==> src/rtl/mem_stage_if.sv <==
// mem_stage_if: CPU bus between the memory stage (master) and the bus arbiter/slave
interface mem_stage_if #(
    parameter int WORD_ADDR_W = 30,
    parameter int WORD_DATA_W = 32
);
    logic                   bus_req;
    logic                   bus_grnt;
    logic                   bus_as;
    logic                   bus_rw;
    logic [WORD_ADDR_W-1:0] bus_addr;
    logic [WORD_DATA_W-1:0] bus_wr_data;
    logic [WORD_DATA_W-1:0] bus_rd_data;
    logic                   bus_rdy;

    modport master(
        output bus_req, bus_as, bus_rw, bus_addr, bus_wr_data,
        input  bus_grnt, bus_rd_data, bus_rdy
    );

    modport slave(
        input  bus_req, bus_as, bus_rw, bus_addr, bus_wr_data,
        output bus_grnt, bus_rd_data, bus_rdy
    );
endinterface

==> src/rtl/mem_stage.sv <==
// mem_stage: MEM pipeline stage - word load/store bus master, misalignment check, MEM register
module mem_stage #(
    parameter int WORD_ADDR_W = 30,
    parameter int WORD_DATA_W = 32,
    parameter int REG_ADDR_W  = 5
) (
    input  logic                   clk,
    input  logic                   reset,
    input  logic                   stall,
    input  logic                   flush,
    output logic                   busy,
    input  logic [WORD_ADDR_W-1:0] ex_pc,
    input  logic                   ex_en,
    input  logic                   ex_br_flag,
    input  logic [1:0]             ex_mem_op,
    input  logic [WORD_DATA_W-1:0] ex_mem_wr_data,
    input  logic [1:0]             ex_ctrl_op,
    input  logic [REG_ADDR_W-1:0]  ex_dst_addr,
    input  logic                   ex_gpr_we_,
    input  logic [2:0]             ex_exp_code,
    input  logic [WORD_DATA_W-1:0] ex_out,
    mem_stage_if.master            bus,
    output logic [WORD_ADDR_W-1:0] mem_pc,
    output logic                   mem_en,
    output logic                   mem_br_flag,
    output logic [1:0]             mem_ctrl_op,
    output logic [REG_ADDR_W-1:0]  mem_dst_addr,
    output logic                   mem_gpr_we_,
    output logic [2:0]             mem_exp_code,
    output logic [WORD_DATA_W-1:0] mem_out
);
    localparam logic [1:0] OP_LDW       = 2'd1;
    localparam logic [1:0] OP_STW       = 2'd2;
    localparam logic [2:0] EXP_MISALIGN = 3'd4;

    typedef enum logic [1:0] {IDLE, REQ, ACCESS, DONE} state_t;

    typedef struct packed {
        logic [WORD_ADDR_W-1:0] pc;
        logic                   en;
        logic                   br;
        logic [1:0]             ctrl;
        logic [REG_ADDR_W-1:0]  dst;
        logic                   we_;
        logic [2:0]             exp;
        logic [WORD_DATA_W-1:0] out;
    } mreg_t;

    localparam mreg_t MREG_RST = '{pc: '0, en: 1'b0, br: 1'b0, ctrl: '0, dst: '0,
                                   we_: 1'b1, exp: '0, out: '0};

    state_t                 state_q;
    logic                   flush_pend_q;
    logic                   req_q;
    logic                   as_q;
    logic                   rw_q;
    logic [WORD_ADDR_W-1:0] addr_q;
    logic [WORD_DATA_W-1:0] wr_data_q;
    logic [WORD_DATA_W-1:0] rd_buf_q;
    logic [WORD_DATA_W-1:0] rd_word;
    mreg_t                  mreg_q;
    mreg_t                  mreg_d;
    logic                   mem_acc;
    logic                   acc;
    logic                   mis;
    logic                   xfer;
    logic                   kill;

    // An exception already raised upstream suppresses the access entirely
    assign mem_acc = ex_en && (ex_mem_op == OP_LDW || ex_mem_op == OP_STW) && ex_exp_code == 3'd0;
    assign acc     = mem_acc && ex_out[1:0] == 2'b00;
    assign mis     = mem_acc && ex_out[1:0] != 2'b00;
    assign xfer    = state_q == ACCESS || state_q == DONE;
    assign kill    = flush || (xfer && flush_pend_q);
    assign rd_word = state_q == DONE ? rd_buf_q : bus.bus_rd_data;

    // Stall the pipeline from the cycle an access is seen until bus_rdy arrives
    always_comb busy = state_q == IDLE   ? acc && !flush :
                       state_q == REQ    ? 1'b1 :
                       state_q == ACCESS ? !bus.bus_rdy : 1'b0;

    // Next MEM register: held under stall, else flush > misalign > finished access / pass-through
    always_comb begin
        mreg_d = mreg_q;
        if (!stall)
            mreg_d = kill ? MREG_RST : '{
                pc:   ex_pc,
                en:   ex_en,
                br:   ex_br_flag,
                ctrl: mis ? 2'd0 : ex_ctrl_op,
                dst:  mis ? {REG_ADDR_W{1'b0}} : ex_dst_addr,
                we_:  mis | ex_gpr_we_,
                exp:  mis ? EXP_MISALIGN : ex_exp_code,
                out:  xfer ? (ex_mem_op == OP_LDW ? rd_word : {WORD_DATA_W{1'b0}}) :
                      mis ? {WORD_DATA_W{1'b0}} : ex_out
            };
    end

    // Bus master FSM with registered bus outputs; a started transfer always runs to bus_rdy
    always_ff @(posedge clk or posedge reset) begin
        if (reset) begin
            state_q      <= IDLE;
            flush_pend_q <= 1'b0;
            req_q        <= 1'b0;
            as_q         <= 1'b0;
            rw_q         <= 1'b1;
            addr_q       <= '0;
            wr_data_q    <= '0;
            rd_buf_q     <= '0;
        end else begin
            case (state_q)
                IDLE: if (acc && !flush) begin
                    state_q   <= REQ;
                    req_q     <= 1'b1;
                    addr_q    <= ex_out[WORD_ADDR_W+1:2];
                    rw_q      <= ex_mem_op == OP_LDW;
                    wr_data_q <= ex_mem_wr_data;
                end
                REQ: if (flush) begin
                    state_q <= IDLE;
                    req_q   <= 1'b0;
                end else if (bus.bus_grnt) begin
                    state_q <= ACCESS;
                    as_q    <= 1'b1;
                end
                ACCESS: begin
                    if (flush)
                        flush_pend_q <= 1'b1;
                    if (bus.bus_rdy) begin
                        req_q    <= 1'b0;
                        as_q     <= 1'b0;
                        rd_buf_q <= bus.bus_rd_data;
                        state_q  <= stall ? DONE : IDLE;
                        if (!stall)
                            flush_pend_q <= 1'b0;
                    end
                end
                DONE: if (!stall || flush) begin
                    state_q      <= IDLE;
                    flush_pend_q <= 1'b0;
                end
            endcase
        end
    end

    // MEM pipeline register
    always_ff @(posedge clk or posedge reset) begin
        if (reset)
            mreg_q <= MREG_RST;
        else
            mreg_q <= mreg_d;
    end

    assign {mem_pc, mem_en, mem_br_flag, mem_ctrl_op, mem_dst_addr, mem_gpr_we_, mem_exp_code, mem_out} = mreg_q;

    assign bus.bus_req     = req_q;
    assign bus.bus_as      = as_q;
    assign bus.bus_rw      = rw_q;
    assign bus.bus_addr    = addr_q;
    assign bus.bus_wr_data = wr_data_q;
endmodule

==> src/flat_wrapper.sv <==
// flat-port wrapper written by rule: the top's interface ports become plain ports
module mem_stage_flat 
#(
    parameter int WORD_ADDR_W = 30,
    parameter int WORD_DATA_W = 32,
    parameter int REG_ADDR_W  = 5
)
  (clk, reset, stall, flush, busy, ex_pc, ex_en, ex_br_flag, ex_mem_op, ex_mem_wr_data, ex_ctrl_op, ex_dst_addr, ex_gpr_we_, ex_exp_code, ex_out, mem_pc, mem_en, mem_br_flag, mem_ctrl_op, mem_dst_addr, mem_gpr_we_, mem_exp_code, mem_out, bus_bus_req, bus_bus_as, bus_bus_rw, bus_bus_addr, bus_bus_wr_data, bus_bus_grnt, bus_bus_rd_data, bus_bus_rdy);
  mem_stage_if #(.WORD_ADDR_W(WORD_ADDR_W), .WORD_DATA_W(WORD_DATA_W)) bus_i ();
  input  logic clk;
  input  logic reset;
  input  logic stall;
  input  logic flush;
  output logic busy;
  input  logic [WORD_ADDR_W-1:0] ex_pc;
  input  logic ex_en;
  input  logic ex_br_flag;
  input  logic [1:0] ex_mem_op;
  input  logic [WORD_DATA_W-1:0] ex_mem_wr_data;
  input  logic [1:0] ex_ctrl_op;
  input  logic [REG_ADDR_W-1:0] ex_dst_addr;
  input  logic ex_gpr_we_;
  input  logic [2:0] ex_exp_code;
  input  logic [WORD_DATA_W-1:0] ex_out;
  output logic [WORD_ADDR_W-1:0] mem_pc;
  output logic mem_en;
  output logic mem_br_flag;
  output logic [1:0] mem_ctrl_op;
  output logic [REG_ADDR_W-1:0] mem_dst_addr;
  output logic mem_gpr_we_;
  output logic [2:0] mem_exp_code;
  output logic [WORD_DATA_W-1:0] mem_out;
  output wire logic [$bits(bus_i.bus_req)-1:0] bus_bus_req;
  output wire logic [$bits(bus_i.bus_as)-1:0] bus_bus_as;
  output wire logic [$bits(bus_i.bus_rw)-1:0] bus_bus_rw;
  output wire logic [$bits(bus_i.bus_addr)-1:0] bus_bus_addr;
  output wire logic [$bits(bus_i.bus_wr_data)-1:0] bus_bus_wr_data;
  input wire logic [$bits(bus_i.bus_grnt)-1:0] bus_bus_grnt;
  input wire logic [$bits(bus_i.bus_rd_data)-1:0] bus_bus_rd_data;
  input wire logic [$bits(bus_i.bus_rdy)-1:0] bus_bus_rdy;
  assign bus_bus_req = bus_i.bus_req;
  assign bus_bus_as = bus_i.bus_as;
  assign bus_bus_rw = bus_i.bus_rw;
  assign bus_bus_addr = bus_i.bus_addr;
  assign bus_bus_wr_data = bus_i.bus_wr_data;
  assign bus_i.bus_grnt = bus_bus_grnt;
  assign bus_i.bus_rd_data = bus_bus_rd_data;
  assign bus_i.bus_rdy = bus_bus_rdy;
  mem_stage #(.WORD_ADDR_W(WORD_ADDR_W), .WORD_DATA_W(WORD_DATA_W), .REG_ADDR_W(REG_ADDR_W)) u_core (.clk(clk), .reset(reset), .stall(stall), .flush(flush), .busy(busy), .ex_pc(ex_pc), .ex_en(ex_en), .ex_br_flag(ex_br_flag), .ex_mem_op(ex_mem_op), .ex_mem_wr_data(ex_mem_wr_data), .ex_ctrl_op(ex_ctrl_op), .ex_dst_addr(ex_dst_addr), .ex_gpr_we_(ex_gpr_we_), .ex_exp_code(ex_exp_code), .ex_out(ex_out), .bus(bus_i), .mem_pc(mem_pc), .mem_en(mem_en), .mem_br_flag(mem_br_flag), .mem_ctrl_op(mem_ctrl_op), .mem_dst_addr(mem_dst_addr), .mem_gpr_we_(mem_gpr_we_), .mem_exp_code(mem_exp_code), .mem_out(mem_out));
endmodule
==> config.mk <==
export PLATFORM = sky130hd
export DESIGN_NAME = mem_stage_flat
export DESIGN_NICKNAME = d
export VERILOG_FILES = /design/src/rtl/mem_stage_if.sv /design/src/rtl/mem_stage.sv /design/src/flat_wrapper.sv
export SDC_FILE = /design/constraint.sdc
export NUM_CORES = 1
export LEC_CHECK = 0
export CORE_ASPECT_RATIO = 0.8
export CORE_MARGIN = 2
export CORE_UTILIZATION = 35
export DETAILED_ROUTE_END_ITERATION = 7
export HOLD_SLACK_MARGIN = 0.02
export PLACE_DENSITY = 0.64
export SLEW_MARGIN = 20
export SYNTH_ARGS = -nofsm -noshare
export SYNTH_HDL_FRONTEND = slang
export SYNTH_SLANG_ARGS = --single-unit
==> constraint.sdc <==
create_clock -name clk -period 6.55 [get_ports clk]
set_input_delay 0.655 -clock clk [delete_from_list [all_inputs] [get_ports clk]]
set_output_delay 0.655 -clock clk [all_outputs]
set_load 0.02 [all_outputs]
==> impl_summary.txt <==
----------------------------------------------------
[Outcome]
  Status ... finished clean

[STA]
  Worst Slack Setup Final ... about 2.8 ns
  Setup repair after global routing missed its margin ... no
  Final setup violating endpoints ... 0
  Final Slew Violations ... 0
  Slew @ Worst Pin ... 1.06 ns
  Peak clock frequency supported by timing ... between 200 and 300 MHz
  Minimum clock period ... between 3 and 4 ns
  Final Cycle Share ... 0.567
  Count of endpoints failing hold in the final timing report ... 0
  Setup Skew ... about 0.016 ns
  Post-Route Setup TNS ... 0 ns
  Relative max-transition margin ... 0.294

[Clock network]
  Master cell of the clock root buffer ... clkbuf_16
  Setup Fix Bufs, Post-CTS ... 0
  Clock tree from TritonCTS ... yes
  Number of gates given a new drive strength after cts ... 0
  Maximum level of the CTS H-tree ... 4
  Number of clock sinks seen by CTS ... about 180
  Count of hold buffers inserted by post-cts repair ... 0
  Bufs on Longest Clock Path ... 2
  TritonCTS Buffers ... 17
  Clock Latency Late Sink ... between 0.4 and 0.5 ns
  Post-CTS clock slew at the launch and capture registers of the worst setup and hold paths ... ~0.06 ns

[Synthesis]
  Share of the synthesized netlist area taken by xor and xnor gates ... 0
  Distinct cell type count of the synthesized netlist ... 36
  Share of the synthesized area in the top cell type ... 0.583
  Count of warnings emitted by yosys ... 0
  Post-synthesis share of cell area spent on and, or, nand and nor gates ... 0.0477
  Post-synth top area cell ... dfrtp_1
  Dominant combinational cell family by area after synthesis ... compound AO/OA/AOI/OAI gates
  Syn_nets ... approximately 760
  Register bit total from synthesis ... between 150 and 200
  Adder-Cell Fraction of Synth Area ... 0.0118
  Post-synth ARST share ... 1.00
  Count leader, synth ... dfrtp_1
  Post-synth design cell area ... about 7400 sq um
  Post-synthesis compound-gate area fraction ... 0.167
  Leading cell types by total area after synthesis ... dfrtp_1 (58%), mux2_2 (12%), a21oi_1 (5.9%), a22o_1 (4.8%), nand2_1 (3.3%)
  Multiplexer fraction of the synthesized cell area ... 0.147
  Dominant register cell in the synthesized netlist ... dfrtp_1
  EDFF count, synth ... 0
  Average cell area after synthesis ... between 10 and 15 sq um
  Register area share after synthesis ... 0.590
  Most instantiated cells after synthesis ... dfrtp_1 (173), a21oi_1 (88), mux2_2 (81)
  Synthesized netlist cell count ... between 600 and 700

[Finish]
  Fin util ... 0.532
  Area growth from synthesis to layout ... 48.7%
  Diode count ... 0
  Nets ... a little over 1,000
  Fraction of final layout cells with drive strength greater than 1 ... 0.152

[Placed design]
  Worst setup slack after placement ... approximately 2.8 ns
  Count of input and output buffers ... 287
  HPWL after detailed placement ... approximately 15,000 um
  Placer Congestion ... between 0.7 and 0.8

[Hold path]
  Hold path startpoint ... u_core.mem_exp_code[2]
  Hold Path Depth ... 1
  Type of the worst min-delay path ... reg2reg
  Endpoint, Worst Hold ... u_core.mem_exp_code[2]

[Global route]
  Number of antenna violations at the first check in global routing ... 0
  First-pass GRT wire length ... roughly 35,000 um
  Vias in the first global route ... 5,884
  GR Util met3 ... 0.0729
  GR met2 Demand/Resource ... 0.307
  Largest net degree at the start of global routing ... 121
  Overflow after GRT ... 0
  GR peak layer ... met2
  Total track usage ... 0.198
  Met1 layer usage reported by global route ... 0.271

[Worst setup path]
  Type of the worst setup path ... in2out
  Startpoint type of the worst setup path ... input pin
  Worst path max stage delay ... roughly 0.62 ns
  Worst reg-to-reg path cell count ... 8
  Data required, critical path ... around 5.9 ns
  RR Endpoint ... u_core.mem_exp_code[2]
  Worst-path cell chain ... clkdlybuf4s50_1, inv_1, ha_2, or3b_4, o31ai_2, o31a_1, clkdlybuf4s50_1
  Largest delay contributor family on the critical path ... buffers and inverters
  Startpoint of the most critical register-to-register path ... u_core.state_q[0]
  Cell mode on critical path ... clkdlybuf4s50_1
  Worst reg-to-reg setup slack ... 3.57 ns
  Critical-path cell with the highest stage delay ... clkdlybuf4s50_1
  Top fanout value on the critical path ... 4
  Nature of the critical path endpoint ... output port
  Number of buffers and inverters on the critical path ... 3
  Arrival time of the worst setup path ... between 3 and 4 ns

[Floorplan]
  Area of the core ... a little over 20,000 sq um
  Effective utilization at floorplan ... 0.358
  Area of the die ... between 20,000 and 25,000 sq um
  Boundary pin count ... ~290
  Width of the die ... approximately 170 um
  Site Rows ... between 40 and 50
  Die outline height ... 134 um

[Pwr]
  Cell area power density ... 327 nW/um^2
  Static leakage ... about 4.9 nW
  Maximum resistive drop on vdd ... roughly 0.00017 V

[Detailed routing]
  Drc violations ... 0
  Number of optimization iterations in the first detailed-route pass ... 4
  Number of nets still failing antenna checks after routing ... 0
  Total wire length ... roughly 22,000 um
  Post-DR wirelength/cell ... 19.2 um
  Vias post-DR ... ~6,000
  Via/cell ratio ... between 5 and 6
  Detailed Route Iter0 Violations ... about 400

[Run]
  Number of max-cap violations ... 0

----------------------------------------------------
-- flip-flops by register name, summed over array words and instances (netlist names), 2 cells and up --
register and count:
u_core.bus.bus_addr 30, u_core.bus.bus_wr_data 32, u_core.mem_ctrl_op 2, u_core.mem_dst_addr 5, u_core.mem_exp_code 3, u_core.mem_out 32
u_core.mem_pc 30, u_core.rd_buf_q 32, u_core.state_q 2
-- worst register-to-register path: cells and delay by family, from the launching register on --
kind,cells,cell delay [ns]
AND/OR/NAND/NOR,1,0.26
AO/OA/AOI/OAI,3,0.46
adder cells (fa/ha/maj),1,0.82
flip-flops,1,0.41
buffers and inverters,3,0.92
-- stage by stage --
step	std cells	hold WS (ns)	instance area, sq um	total power [W]
global placement	1120	0.463	10500	0.00261
CTS	1152	0.483	11000	0.00366
finish	1152	0.479	11000	0.00361
floorplan	609	0.480	7430	0.00211
global route	1152	0.504	11000	0.00382
detailed placement	1120	0.468	10500	0.00263
-- placed cells by master (no fill, tap or decap), types with 3 or more instances in the layout --
| cell | n |
|---|---|
| inv_8 | 3 |
| a31oi_1 | 17 |
| inv_1 | 7 |
| a21oi_1 | 88 |
| a22o_1 | 41 |
| nor2b_1 | 3 |
| ha_1 | 4 |
| clkdlybuf4s50_1 | 286 |
| buf_4 | 7 |
| clkbuf_16 | 17 |
| mux2_1 | 15 |
| o31ai_1 | 32 |
| mux2_2 | 81 |
| clkinv_4 | 5 |
| dfrtp_1 | 173 |
| nand2_1 | 65 |
| nor2_1 | 3 |
| ha_2 | 3 |
-- report_power, final --
part | switching, W | leakage, nW | total [W] | internal (W)
Clock | 0.000457 | 0.285 | 0.00101 | 0.000555
Combinational | 0.000598 | 2.28 | 0.00117 | 0.000572
Sequential | 0.000120 | 2.29 | 0.00143 | 0.00131
-- routing by layer --
layer  vias up  wire length, um
met5         -                0
met3         4             1950
met2       216            10300
met4         0               52
met1      2971             9810
li1       2719                -
-- worst max-delay path by stage --
stage                       from  cells past startpoint                      to
finish              ex_mem_op[1]                      7                    busy
floorplan                  reset                      1  u_core.bus.bus_addr[0]
global placement    ex_mem_op[1]                      7                    busy
global route        ex_mem_op[1]                      7                    busy
CTS                 ex_mem_op[1]                      7                    busy
detailed placement  ex_mem_op[1]                      7                    busy
-- layout make-up --
cell class / instances / area, sq um
Clock inverter: 12 / 126
Fill cell: 1803 / 9710
Timing Repair Buffer: 293 / 2920
Inverter: 8 / 37.5
Multi-Input combinational cell: 375 / 2790
Sequential cell: 175 / 4380
Tap cell: 269 / 337
Clock buffer: 20 / 457
-- kinds of logic (layout without fill, tap and decap cells) --
kind of cell	after synthesis	count (layout)
compound gates	188	188
flops	175	175
mux	97	97
simple gates	83	83
buf+inv	59	333
fa+ha+maj	7	7
No activity file was read; power rests on OpenSTA's default activity.
